==> config.mk <==
export PLATFORM = sky130hd
export DESIGN_NAME = fetch_stage
export DESIGN_NICKNAME = d
export VERILOG_FILES = /design/src/rtl/mips_pkg.sv /design/src/rtl/register.sv /design/src/rtl/fetch_stage.sv
export SDC_FILE = /design/constraint.sdc
export NUM_CORES = 1
export LEC_CHECK = 0
export ABC_AREA = 0
export BUFFER_PORTS_ARGS = -buffer_cell sky130_fd_sc_hd__buf_2
export CAP_MARGIN = 20
export CORE_UTILIZATION = 40
export CTS_CLUSTER_SIZE = 8
export DETAILED_ROUTE_END_ITERATION = 7
export PLACE_DENSITY = 0.76
export SETUP_SLACK_MARGIN = 0.4
export SLEW_MARGIN = 20
export SYNTH_ARGS = -nofsm -noshare
export SYNTH_HDL_FRONTEND = slang
export SYNTH_SLANG_ARGS = --single-unit
export TNS_END_PERCENT = 10
==> constraint.sdc <==
create_clock -name clk -period 3.8 [get_ports clk]
set_clock_uncertainty 0.15 [all_clocks]
set_input_delay 0.57 -clock clk [delete_from_list [all_inputs] [get_ports clk]]
set_output_delay 0.57 -clock clk [all_outputs]
set_load 0.02 [all_outputs]
==> src/rtl/mips_pkg.sv <==
// Shared definitions for the MIPS pipeline slice: instruction width, the bubble
// instruction, and the fetch controller state encoding.
package mips_pkg;

    localparam int INSTR_W = 32;

    // ori $0,$0,0 -- must match the decode stage's instruction reset value
    localparam logic [INSTR_W-1:0] NOP_INSTR = 32'h3400_0000;

    typedef enum logic [1:0] {
        IDLE  = 2'd0,
        REQ   = 2'd1,
        WAIT  = 2'd2,
        FAULT = 2'd3
    } fetch_state_e;

    // Address tagged onto a bubble so decode re-presents the same fetch address.
    function automatic logic [INSTR_W-1:0] bubble_pc(input logic [INSTR_W-1:0] pc);
        return pc - INSTR_W'(4);
    endfunction

endpackage

==> src/rtl/register.sv <==
// Generic enabled register with asynchronous active-high reset to value D.
module register #(
    parameter int           W = 32,
    parameter logic [W-1:0] D = '0
) (
    input  logic         clk,
    input  logic         reset,
    input  logic         en,
    input  logic [W-1:0] d,
    output logic [W-1:0] q
);

    always_ff @(posedge clk or posedge reset) begin
        if (reset)
            q <= D;
        else if (en)
            q <= d;
    end

endmodule

==> src/rtl/fetch_stage.sv <==
// Instruction fetch stage: issues decode's next address over a req/gnt/rvalid
// handshake, injects NOP bubbles while memory is pending, flags sticky faults.
module fetch_stage
    import mips_pkg::*;
#(
    parameter logic [31:0] NOP_INSTR = mips_pkg::NOP_INSTR,
    parameter int unsigned WAIT_W    = 8,
    parameter int unsigned MAX_WAIT  = 255
) (
    input  logic        clk,
    input  logic        reset,
    input  logic [31:0] next_pc_in,
    output logic        imem_req_out,
    output logic [31:0] imem_addr_out,
    input  logic        imem_gnt_in,
    input  logic        imem_rvalid_in,
    input  logic [31:0] imem_rdata_in,
    output logic [31:0] instr_out,
    output logic [31:0] pc_seq_out,
    output logic        instr_valid_out,
    output logic        fault_out,
    output logic [31:0] fault_addr_out,
    output logic [31:0] fetch_count_out
);

    fetch_state_e      state, state_next;
    logic [WAIT_W-1:0] wait_cnt;
    logic [31:0]       pending_pc;
    logic [31:0]       fault_addr;
    logic [31:0]       fetch_count;
    logic [31:0]       fault_d;
    logic [31:0]       bubble_src;
    logic              pend_en;
    logic              fault_en;
    logic              accept;

    always_ff @(posedge clk or posedge reset) begin
        if (reset)
            state <= IDLE;
        else
            state <= state_next;
    end

    always_ff @(posedge clk or posedge reset) begin
        if (reset)
            wait_cnt <= '0;
        else if (pend_en)
            wait_cnt <= '0;
        else if (state == WAIT && !imem_rvalid_in)
            wait_cnt <= wait_cnt + WAIT_W'(1);
    end

    always_comb begin
        state_next   = state;
        imem_req_out = 1'b0;
        pend_en      = 1'b0;
        fault_en     = 1'b0;
        fault_d      = pending_pc;
        accept       = 1'b0;
        bubble_src   = next_pc_in;
        case (state)
            IDLE: state_next = REQ;
            REQ: begin
                if (next_pc_in[1:0] != 2'b00) begin
                    state_next = FAULT;
                    fault_en   = 1'b1;
                    fault_d    = next_pc_in;
                end else begin
                    imem_req_out = 1'b1;
                    if (imem_gnt_in) begin
                        pend_en    = 1'b1;
                        state_next = WAIT;
                    end
                end
            end
            WAIT: begin
                bubble_src = pending_pc;
                if (imem_rvalid_in) begin
                    accept     = 1'b1;
                    state_next = REQ;
                end else if (wait_cnt == WAIT_W'(MAX_WAIT - 1)) begin
                    // this cycle completes the MAX_WAIT-th WAIT cycle without data
                    state_next = FAULT;
                    fault_en   = 1'b1;
                end
            end
            FAULT: bubble_src = fault_addr;
            default: state_next = IDLE;
        endcase
    end

    register #(.W(32), .D(32'h0)) u_pending_pc (
        .clk   (clk),
        .reset (reset),
        .en    (pend_en),
        .d     (next_pc_in),
        .q     (pending_pc)
    );

    register #(.W(32), .D(32'h0)) u_fault_addr (
        .clk   (clk),
        .reset (reset),
        .en    (fault_en),
        .d     (fault_d),
        .q     (fault_addr)
    );

    register #(.W(32), .D(32'h0)) u_fetch_count (
        .clk   (clk),
        .reset (reset),
        .en    (accept),
        .d     (fetch_count + 32'd1),
        .q     (fetch_count)
    );

    assign imem_addr_out   = next_pc_in;
    assign instr_out       = accept ? imem_rdata_in : NOP_INSTR;
    assign pc_seq_out      = accept ? pending_pc : bubble_pc(bubble_src);
    assign instr_valid_out = accept;
    assign fault_out       = (state == FAULT);
    assign fault_addr_out  = fault_addr;
    assign fetch_count_out = fetch_count;

endmodule

# Word level (Yosys, flattened, before mapping)
# Index checks and enable logic that the tools add are counted.
classes:
  addsub: 3
  n_eq_ne: 6
  mux: 23
  reduce_logical: 7
ops:
  columns: ["operator", "count"]
  rows:
  - ["$mux 32", 4]
  - ["$pmux 32 s2", 1]
  - ["$add 32x1->32 const B", 1]
  - ["$sub 32x3->32 const B", 1]
  - ["$mux 8", 2]
  - ["$mux 1", 10]
  - ["$add 8x1->8 const B", 1]
  - ["$eq 8x8->1 const B", 1]
  - ["$mux 2", 4]
  - ["$pmux 2 s3", 1]
  - ["$eq 2x2->1 const B", 2]
  - ["$reduce_bool 2->1", 2]
  - ["$ne 3x2->1 const B", 1]
  - ["$ne 3x3->1 const B", 1]
  - ["$reduce_and 3->1", 1]
  - ["$reduce_bool 3->1", 1]
  - ["$eq 2x1->1 const B", 1]
  - ["$logic_not 2->1", 1]
  - ["$pmux 1 s2", 1]
  - ["$logic_and 1x1->1", 1]
  - ["$logic_not 1->1", 1]
word_totals:
  regBits: 106
  input_bits: 68
  wordCells: 44

# Logic depth before layout (Yosys ltp)
# Gate-level depths: netlist (run 1).
logic_depth:
  word_depth: 4
  depth_mapped: 12

# Modules after synthesis
# From an unflattened synthesis (run 1), not the netlist that was laid out.
unflattened:
  cells_unflattened: 717
  hier_area_um2: 7633.6
modules_own_cells:
  columns: ["mod", "n_inst", "cells_each", "area_per_inst_um2", "seq_area_each_um2"]
  rows:
  - ["register", 3, 69, 1348.8, 800.8]
  - ["fetch_stage", 1, 510, 3587.2, 250.2]

# Worst setup path after synthesis (run 1)
# OpenSTA, ideal clock, no wires.
synth_path:
  path_kind: "register -> output"
  start: "register state[0]"
  end: "output port pc_seq_out[28]"
  t_arrival_ns: 3.496
  required_ns: 3.080
  slack_ns: -0.416
  path_stages_with_launch: 13
  n_path_buf: 4
  path_cell_list: "dfrtp_1 ha_1 buf_4 nor2_1 buf_6 clkbuf_1 a21oi_1 ha_1 nand3_1 or4_1 buf_2 o31a_1 o31ai_1"
synth_via:
  elab_chain_cells: 4
synth_lines:
  columns: ["item", "line", "text"]
  rows:
  - ["from (decl)", "fetch_stage.sv:26", "fetch_state_e state, state_next;"]
  - ["from (signal assigned)", "fetch_stage.sv:41", "state <= state_next;"]
  - ["$eq 2x2->1", null, null]
  - ["net fault_out", "fetch_stage.sv:21", "output logic fault_out,"]
  - ["$pmux 32 s2", "fetch_stage.sv:61", "case (state)"]
  - ["$sub 32x3->32", "mips_pkg.sv:19", "return pc - INSTR_W'(4);"]
  - ["$mux 32", "fetch_stage.sv:118", "assign pc_seq_out = accept ? pending_pc : bubble_pc(bubble_src);"]
  - ["to (decl)", "fetch_stage.sv:19", "output logic [31:0] pc_seq_out,"]
# The timed path passes the listed nets, and every way through them passes these cells.

# Final worst setup path (run 1)
layout_path:
  start: "register state[1]"
  end: "output port pc_seq_out[24]"
layout_via:
  elab_chain_cells: 4
layout_lines:
  columns: ["item", "line"]
  rows:
  - ["$eq 2x2->1", "fetch_stage.sv:61"]
  - ["$pmux 32 s2", "fetch_stage.sv:61"]
  - ["$sub 32x3->32", "mips_pkg.sv:19"]
  - ["$mux 32 (*)", "fetch_stage.sv:118"]
# Every way passes the cells marked *; elsewhere a longest branch is shown, timed or not.

==> reports/metrics.cfg, run 1 <==
[hold_path]
hp-class = input port to async pin

[clock_network]
clock_latency_ns = 0.36
cts.clk_slew.worst_paths_ns = 0.08
clock-sinks = 106
cts_tree = yes
cts_buffers = 9
cts_max_level = 3
clock_path_buffers = 2
root_buffer = clkbuf_16

[floorplanning]
fp.dieArea_um2 = 16900
core.rowCount = 46
fp.dieH_um = 130
die_w_um = 130
start_util = 0.411
core_area_um2 = 15900
io_pins = 231

[setup_path]
startpoint = state[1]
start_kind = register
endpoint = pc_seq_out[24]
rr_worst_depth = 10
cp.required_ns = 3.08
r2r_slack_ns = 0.67
crit_fanout = 8
crit_path_end_kind = output port
worst_ep_arrival_time_ns = 3.31
r2r-start = state[1]
rr_endpoint = u_fetch_count.q[31]
worstSetupPathType = register to output port

[power]
power.switching_mw = 3.05
p_leak_nw = 4.37
combPwrFrac = 0.576
power.share.sequential = 0.287
max-vdd-ir-drop_mv = 0.521
power-per-cell-area_nw_per_um2 = 767
clockPowerShare = 0.137
switching_share = 0.461
intPower_mw = 3.57

[synth]
netlist_area_um2 = 6560
synth_top_area_share = 0.405
synth_seq_cells = 106
yosysSeqAreaShare = 0.405
syn_inst = 709
synthTopCellsByCount = 106 x dfrtp_1, 75 x nor2_1, 70 x a21oi_1
synth_top_cell_by_area = dfrtp_1
synthDistinctLibCells = 49
syn_avg_cell_area_um2 = 9.25
synth_ff_type = dfrtp_1
synth.area.top_cells = dfrtp_1 40%, a21oi_1 5.3%, mux2_2 5.3%, mux2i_1 4.9%, nor2_1 4.3%
synth_edf_count = 0
async_flop_share = 1.00
yosysWarnings = 0
synth.net_count = 784
yosysMostFrequentCell = dfrtp_1

[sta]
worstMarginPinSlew_ns = 0.768
relSlewSlack = 0.486
grt_setup_unrepaired = true
fin_ws_ns = -0.228
fin_crit_ns = 4.03
maxSlewViolCount = 0
finalSetupViolCount = 17
hold_viol = 0
fmax_ghz = 0.248
period_share = 1.06

[placed_design]
place_congestion = 0.855
placedInstanceArea_um2 = 8100
placement.io_buffers = 230
hpwl_mm = 13.8

[final_layout]
syn2layout_area_growth_pct = 31.7
drive_above_1_share = 0.411
final_area_um2 = 8630
antenna_cells = 0
postLayoutCoreUtil = 0.541
finalNetCount = 1000

[run_status]
violations = negative setup slack
run_status = complete, but fails checks

[drt]
drtAntennaViolNets = 0
drc = 0
drt_wl_total_mm = 18.9
via_per_inst = 5.38
detail_route.wl_per_cell_um = 16.5
num_vias = 6165
drt_iter0_markers = 415
dr.pass1.iters = 5

[global_routing]
grt.busiest_layer = met2
grt_max_degree = 61
grt_pass1_vias = 5545
antenna_found_initial = 0
grt_util_met3 = 0.0320
gr-total-overflow = 0
track_usage = 0.224
gr-usage-met1 = 0.307
grt_pass1_wl_mm = 29.0
met2_usage = 0.364

[run]
max_cap_violations = 0

-- how the worst min path moves through the flow --
stage,to
2_1_floorplan,u_pending_pc.q[0]
3_3_place_gp,u_fetch_count.q[31]
3_5_place_dp,u_fetch_count.q[27]
4_1_cts,u_fetch_count.q[18]
5_1_grt,u_fetch_count.q[26]
6_report,u_fetch_count.q[27]
-- stage by stage --
| step | setup WS (ns) | std cells | total power [mW] | setup TNS (ns) | hold slack [ns] |
|---|---|---|---|---|---|
| floorplan | 0.100 | 709 | 4.36 | 0 | 0.336 |
| global placement | 0.0571 | 1124 | 5.45 | 0 | 0.308 |
| detailed placement | -0.0194 | 1124 | 5.52 | -0.0194 | 0.328 |
| CTS | -0.214 | 1146 | 6.60 | -2.71 | 0.232 |
| global route | -0.312 | 1146 | 7.05 | -4.29 | 0.265 |
| finish | -0.228 | 1146 | 6.62 | -2.56 | 0.198 |
-- cells in the final DEF (no fill, tap or decap), drive strengths merged, types with 11 or more instances in the layout --
cell type  Yosys  final
nand3         16     16
nand4         15     15
a21oi         71     71
xnor2         32     32
mux2i         32     32
a22o          28     28
xor2          15     15
o31ai         13     13
inv            9     11
nor3          11     11
nor2          75     75
dfrtp        106    106
buf           47    279
a21o          16     16
nand2         50     50
mux2          31     31
and3          44     44
-- what timing repair did --
item | CTS | global route
buffers inserted | 5 | 0
endpoints found under the setup margin | 31 | 29
gates resized for setup | 40 | 16
hold buffers | 0 | 0
cloned | 1 | 0
pin swaps | 15 | 5
-- state kept, by name (all words and copies together), names as in the netlist --
| signal | flops |
|---|---|
| wait_cnt | 8 |
| state | 2 |
| u_pending_pc.q | 32 |
| u_fault_addr.q | 32 |
| u_fetch_count.q | 32 |
-- power by group through the flow --
stage | Combinational (mW) | Clock, mW | Sequential [mW]
CTS | 3.78 | 0.927 | 1.89
detailed placement | 3.61 | 0 | 1.91
floorplan | 2.30 | 0 | 2.06
global placement | 3.54 | 0 | 1.90
finish | 3.82 | 0.904 | 1.90
global route | 4.12 | 0.966 | 1.95
-- final cells by class --
class / count / area [um2]
clock inverters: 7 / 53.8
flip-flops and latches: 106 / 2650
multi-input cells: 520 / 3760
repair buffers: 279 / 1630
fillers: 1428 / 7310
inverters: 9 / 36.3
clock buffers: 9 / 225
well taps: 216 / 270
-- worst max-delay path, stage by stage, from the launching register on --
cell and delay (ns):
dfrtp_2 0.47, ha_4 0.21, buf_6 0.13, a22o_1 0.22
a21o_1 0.16, or4_4 0.49, or4_4 0.54, or4_4 0.45
o211a_4 0.15, buf_6 0.13
-- per-layer routing --
layer / routed length (um) / vias up / part of all wire
met2: 9030 / 235 / 0.48
met4: 300 / 0 / 0.016
met1: 8510 / 2959 / 0.45
li1: - / 2946 / -
met3: 1080 / 25 / 0.057
met5: 0 / - / 0
-- logic make-up (layout without fill, tap and decap cells) --
| group | count (synthesis) | in the layout | share of synthesized area |
|---|---|---|---|
| XOR/XNOR | 47 | 47 | 0.0628 |
| adder cells (fa/ha/maj) | 7 | 7 | 0.0134 |
| AND/OR/NAND/NOR | 250 | 250 | 0.193 |
| buffers and inverters | 83 | 304 | 0.0718 |
| AO/OA/AOI/OAI | 153 | 153 | 0.152 |
| multiplexers | 63 | 63 | 0.102 |
| flip-flops | 106 | 106 | 0.405 |
Power figures use the tool's default switching activity.
==> run 2: changes to the inputs <==
--- a/config.mk
+++ b/config.mk
@@ -8,10 +8,11 @@
 export ABC_AREA = 0
 export BUFFER_PORTS_ARGS = -buffer_cell sky130_fd_sc_hd__buf_2
 export CAP_MARGIN = 20
-export CORE_UTILIZATION = 40
+export CORE_MARGIN = 4
+export CORE_UTILIZATION = 45
 export CTS_CLUSTER_SIZE = 8
 export DETAILED_ROUTE_END_ITERATION = 7
-export PLACE_DENSITY = 0.76
+export PLACE_DENSITY = 0.83
 export SETUP_SLACK_MARGIN = 0.4
 export SLEW_MARGIN = 20
 export SYNTH_ARGS = -nofsm -noshare
==> reports/metrics.cfg, run 2 (same netlist as run 1, synthesis figures left out) <==
[final_layout]
layout_commonest_cell = buf_2
syn2layout_area_growth_pct = 36.0
multi_input_area_um2 = 3870  ; +2.8%
final_cell_mix = 206 x buf_2, 105 x dfrtp_1, 72 x nor2_1, 63 x a21oi_1, 63 x buf_4
finalNetCount = 1015  ; +1.5%
postLayoutCoreUtil = 0.632  ; +0.0910
drive_above_1_share = 0.430  ; +0.0189
antenna_cells = 0  ; unchanged
final_area_um2 = 8910  ; +3.3%
regArea_um2 = 2650  ; unchanged
largestRegisters = u_fault_addr.q x32, u_fetch_count.q x32, u_pending_pc.q x32
final.fill_count = 1131  ; -21%

[floorplanning]
start_util = 0.465  ; +0.0539
core_area_um2 = 14100  ; -12%
core.rowCount = 43  ; -6.5%
fp.dieH_um = 129  ; -1.0%
io_pins = 231  ; unchanged
die_w_um = 129  ; -1.0%
fp.dieArea_um2 = 16600  ; -2.0%

[global_routing]
grt_pass1_vias = 6016  ; +8.5%
gr-total-overflow = 0  ; unchanged
grt_max_degree = 62  ; +1.6%
antenna_found_initial = 0  ; unchanged
grt_pass1_wl_mm = 30.9  ; +6.5%
track_usage = 0.236  ; +0.0125

[drt]
detail_route.wl_per_cell_um = 18.3  ; +11%
num_vias = 6445  ; +4.5%
dr.pass1.iters = 5  ; unchanged
drt_iter0_markers = 463  ; +12%
drc = 0  ; unchanged
drt_wl_total_mm = 20.6  ; +8.7%
drtAntennaViolNets = 0  ; unchanged
via_per_inst = 5.73  ; +6.5%

[clock_network]
clock-sinks = 106  ; unchanged
clock_latency_ns = 0.36  ; about the same
cts_max_level = 3  ; unchanged
clock_path_buffers = 2  ; unchanged
cts_buffers = 9  ; unchanged
root_buffer = clkbuf_16
cts_tree = yes
cts.clk_slew.worst_paths_ns = 0.08  ; about the same

[sta]
fin_crit_ns = 4.00  ; -0.0295 ns
relSlewSlack = 0.399  ; -0.0870
worstMarginPinSlew_ns = 0.902  ; +0.133 ns
grt_setup_unrepaired = true
maxSlewViolCount = 0  ; unchanged
fin_ws_ns = -0.199  ; +0.0295 ns
fmax_ghz = 0.250  ; +0.74%
finalSetupViolCount = 15  ; -2
hold_viol = 0  ; unchanged
period_share = 1.05  ; -0.00776

[placed_design]
place_congestion = 0.894  ; +4.6%
placedInstanceArea_um2 = 8040  ; -0.74%
placement.io_buffers = 230  ; unchanged
hpwl_mm = 14.3  ; +3.5%

[power]
p_leak_nw = 4.52  ; +3.5%
power.switching_mw = 3.23  ; +5.8%
intPower_mw = 3.79  ; +6.2%
combPwrFrac = 0.598  ; +0.022
power-per-cell-area_nw_per_um2 = 787  ; +2.7%
power.share.sequential = 0.272  ; -0.015
max-vdd-ir-drop_mv = 0.507  ; -2.6%
switching_share = 0.460  ; -0.00105
clockPowerShare = 0.129  ; -0.008

[hold_path]
hp-class = input port to async pin

[setup_path]
crit_fanout = 8  ; unchanged
start_kind = register
worstSetupPathType = register to output port
cp.required_ns = 3.08  ; about the same
worst_ep_arrival_time_ns = 3.28  ; -0.03 ns
crit_path_end_kind = output port

[run_status]
violations = negative setup slack
run_status = complete, but fails checks

[run]
max_cap_violations = 0  ; unchanged

[run 2: timing repair]
action	CTS	global route
hold buffers	0	0
pin swaps	23	18
setup endpoints to repair	33	31
gates resized for setup	73	22
cloned	2	2
buffers inserted	16	3
[run 2: area by class of cell]
class                      count  share of cell area
inverter                       9             0.00407
timing repair buffer         293               0.207
sequential                   106               0.298
clock buffer                   9              0.0253
multi-input combinational    521               0.434
clock inverter                 7             0.00660
tap                          180              0.0253
[run 2: power groups by stage]
| stage | Sequential [mW] | Clock, mW | Combinational [mW] |
|---|---|---|---|
| 2_1_floorplan | 2.06 | 0 | 2.30 |
| 3_5_place_dp | 1.92 | 0 | 3.60 |
| 4_1_cts | 1.90 | 0.930 | 4.01 |
| 3_3_place_gp | 1.90 | 0 | 3.53 |
| 6_report | 1.91 | 0.907 | 4.20 |
| 5_1_grt | 1.96 | 0.979 | 4.51 |
[run 2: path summary, 6_finish.rpt]
kind | start | endpoint | slack (ns) | cells past startpoint
worst max-delay path | state[0] | pc_seq_out[24] | -0.20 | 10
worst min-delay path | reset | u_fetch_count.q[25] | 0.20 | 2
worst max register to register | state[0] | u_fetch_count.q[31] | 0.69 | 11
worst min register to register | u_fetch_count.q[29] | u_fetch_count.q[29] | 0.35 | 1
max in group asynchronous | reset | state[1] | 2.45 | 3
min in group clk | next_pc_in[7] | u_pending_pc.q[7] | 0.34 | 2
[run 2: metal layers]
layer	up-vias	global-route usage	share of wire
met1	3123	0.295	0.40
met4	0	0.0865	0.028
met5	-	0	0
met2	301	0.401	0.49
li1	2975	-	-
met3	46	0.0548	0.083
[run 2: per-stage QoR]
stage / setup WS (ns) / cells / power [mW] / setup TNS, ns / hold slack [ns]
after floorplan: 0.100 / 709 / 4.36 / 0 / 0.336
after global placement: 0.0567 / 1086 / 5.43 / 0 / 0.307
after detailed placement: -0.0158 / 1086 / 5.52 / -0.0390 / 0.332
after CTS: -0.152 / 1120 / 6.83 / -1.34 / 0.226
after global routing: -0.259 / 1125 / 7.44 / -3.31 / 0.263
final: -0.199 / 1125 / 7.02 / -2.09 / 0.201
[run 2: critical path, cell delays in order, from the launching register on]
cell     delay [ns]
dfrtp_1        0.41
buf_6          0.13
ha_4           0.19
buf_8          0.15
a22o_1         0.17
a21o_1         0.17
or4_4          0.43
or4_4          0.54
or4_4          0.45
o211a_4        0.15
buf_6          0.12
==> run 3: changes to the inputs <==
--- a/config.mk
+++ b/config.mk
@@ -8,7 +8,7 @@
 export ABC_AREA = 0
 export BUFFER_PORTS_ARGS = -buffer_cell sky130_fd_sc_hd__buf_2
 export CAP_MARGIN = 20
-export CORE_MARGIN = 4
+export CORE_MARGIN = 2
 export CORE_UTILIZATION = 45
 export CTS_CLUSTER_SIZE = 8
 export DETAILED_ROUTE_END_ITERATION = 7
@@ -18,4 +18,3 @@
 export SYNTH_ARGS = -nofsm -noshare
 export SYNTH_HDL_FRONTEND = slang
 export SYNTH_SLANG_ARGS = --single-unit
-export TNS_END_PERCENT = 10
==> reports/metrics.cfg, run 3 (same netlist as run 1, synthesis figures left out) <==
[setup_path]
worstSetupPathType = register to output port
cp.required_ns = 3.08  ; about the same
r2r-start = state[0]
start_kind = register
r2r_slack_ns = 0.75  ; +0.06 ns
slowest_delay_ns = 0.62  ; +0.08 ns
rr_endpoint = u_fetch_count.q[25]
crit_top_cell = or4_4
crit_slowest_cell = or4_4
endpoint = pc_seq_out[26]
worst_ep_arrival_time_ns = 3.34  ; +0.06 ns
path_cells = inv_1, ha_4, nor2_4, a21o_1, or4_4, or4_4, nor4_1, o31ai_2, buf_2
startpoint = state[0]
crit_fanout = 15  ; +7
rr_worst_depth = 10  ; -1
crit_path_end_kind = output port

[clock_network]
clock_path_buffers = 2  ; unchanged
cts_buffers = 9  ; unchanged
clock-sinks = 106  ; unchanged
cts_tree = yes
cts.clk_slew.worst_paths_ns = 0.07  ; about the same
root_buffer = clkbuf_16
clock_latency_ns = 0.37  ; about the same
cts_max_level = 3  ; unchanged

[sta]
fin_ws_ns = -0.256  ; -0.0574 ns
hold_viol = 0  ; unchanged
relSlewSlack = 0.387  ; -0.0116
grt_setup_unrepaired = true
period_share = 1.07  ; +0.0151
fmax_ghz = 0.247  ; -1.4%
worstMarginPinSlew_ns = 0.917  ; +0.0154 ns
fin_crit_ns = 4.06  ; +0.0574 ns
maxSlewViolCount = 0  ; unchanged
finalSetupViolCount = 15  ; unchanged

[floorplanning]
core_area_um2 = 14400  ; +1.9%
io_pins = 231  ; unchanged
die_w_um = 125  ; -3.1%
start_util = 0.456  ; -0.00883
fp.dieH_um = 125  ; -3.1%
fp.dieArea_um2 = 15500  ; -6.1%
core.rowCount = 44  ; +2.3%

[power]
max-vdd-ir-drop_mv = 0.476  ; -6.2%
combPwrFrac = 0.580  ; -0.018
switching_share = 0.462  ; +0.00190
clockPowerShare = 0.137  ; +0.008
power.share.sequential = 0.284  ; +0.012
power.switching_mw = 3.11  ; -3.8%
intPower_mw = 3.62  ; -4.5%
p_leak_nw = 4.40  ; -2.6%
power-per-cell-area_nw_per_um2 = 778  ; -1.2%

[final_layout]
syn2layout_area_growth_pct = 31.9
drive_above_1_share = 0.412  ; -0.0172
final_area_um2 = 8640  ; -3.0%
final_cells = 1115  ; -0.89%
final_cell_mix = 211 x buf_2, 105 x dfrtp_1, 74 x nor2_1, 64 x a21oi_1, 55 x buf_4
multi_input_area_um2 = 3780  ; -2.2%
largestRegisters = u_fault_addr.q x32, u_fetch_count.q x32, u_pending_pc.q x32
antenna_cells = 0  ; unchanged
finalNetCount = 1001  ; -1.4%
layout_commonest_cell = buf_2
regArea_um2 = 2650  ; unchanged
final.fill_count = 1212  ; +7.2%

[drt]
drtAntennaViolNets = 0  ; unchanged
detail_route.wl_per_cell_um = 17.1  ; -6.7%
drc = 0  ; unchanged
via_per_inst = 5.62  ; -1.9%
num_vias = 6269  ; -2.7%
drt_wl_total_mm = 19.0  ; -7.5%
drt_iter0_markers = 401  ; -13%
dr.pass1.iters = 5  ; unchanged

[run_status]
violations = negative setup slack
run_status = complete, but fails checks

[placed_design]
dp.cells = 1093  ; +0.64%
placement.io_buffers = 230  ; unchanged
place_congestion = 0.864  ; -3.3%
placedInstanceArea_um2 = 8100  ; +0.84%
hpwl_mm = 13.8  ; -3.8%

[hold_path]
hp-class = input port to async pin

[global_routing]
gr-total-overflow = 0  ; unchanged
grt_max_degree = 46  ; -26%
antenna_found_initial = 0  ; unchanged
track_usage = 0.237  ; +0.00129
grt_pass1_wl_mm = 30.2  ; -2.5%
grt_pass1_vias = 5874  ; -2.4%

[run]
max_cap_violations = 0  ; unchanged

==> run 3: per-layer routing <==
metal  wire, um  global-route usage  share of wire  up-vias
li1           -                   -              -     2962
met1       7950               0.302           0.42     3025
met2       9470               0.402           0.50      251
met3       1270              0.0524          0.067       31
met4        348              0.0773          0.018        0
met5          0                   0              0        -
==> run 3: area by class of cell <==
| class | count | area share |
|---|---|---|
| clock inverter | 7 | 0.00709 |
| timing repair buffer | 280 | 0.191 |
| sequential | 106 | 0.307 |
| multi-input combinational | 520 | 0.438 |
| tap | 184 | 0.0266 |
| inverter | 9 | 0.00434 |
| clock buffer | 9 | 0.0261 |
==> run 3: power by group through the flow <==
stage               combinational [mW]  clock, mW  sequential, mW
floorplan                         2.31          0            2.06
global placement                  3.56          0            1.89
detailed placement                3.65          0            1.91
CTS                               3.81      0.934            1.89
global route                      4.21      0.987            1.96
finish                            3.90      0.919            1.91
==> run 3: worst min path at each step <==
stage	endpoint	slack [ns]	cells after the start
after global routing	u_fetch_count.q[26]	0.32	2
after global placement	u_fetch_count.q[31]	0.31	1
final	u_fetch_count.q[26]	0.24	2
after detailed placement	u_fetch_count.q[29]	0.33	1
after CTS	u_fetch_count.q[20]	0.27	2
after floorplan	u_pending_pc.q[0]	0.34	1
==> run 3: repair_timing <==
item                                    CTS  global route
endpoints found under the setup margin   26            26
cloned                                    0             1
buffers inserted                          1             4
pin swaps                                 4             9
gates resized for setup                  38            16
hold buffers                              0             0
==> run 3: per-stage QoR <==
step                worst slack (ns)  utilization  total power [mW]  hold WS, ns  setup TNS (ns)
finish                        -0.256        0.602              6.73        0.240           -2.64
global route                  -0.334        0.602              7.16        0.317           -4.60
CTS                           -0.225        0.594              6.64        0.270           -2.37
detailed placement           -0.0346        0.564              5.56        0.329         -0.0458
global placement              0.0428        0.564              5.46        0.314               0
floorplan                      0.100            -              4.37        0.336               0
==> run 3: worst max-delay path: cells and delay by family, from the launching register on <==
family / cells / cell delay (ns)
simple gates: 4 / 1.71
flops: 1 / 0.39
compound gates: 2 / 0.34
buf+inv: 2 / 0.28
fa+ha+maj: 1 / 0.24
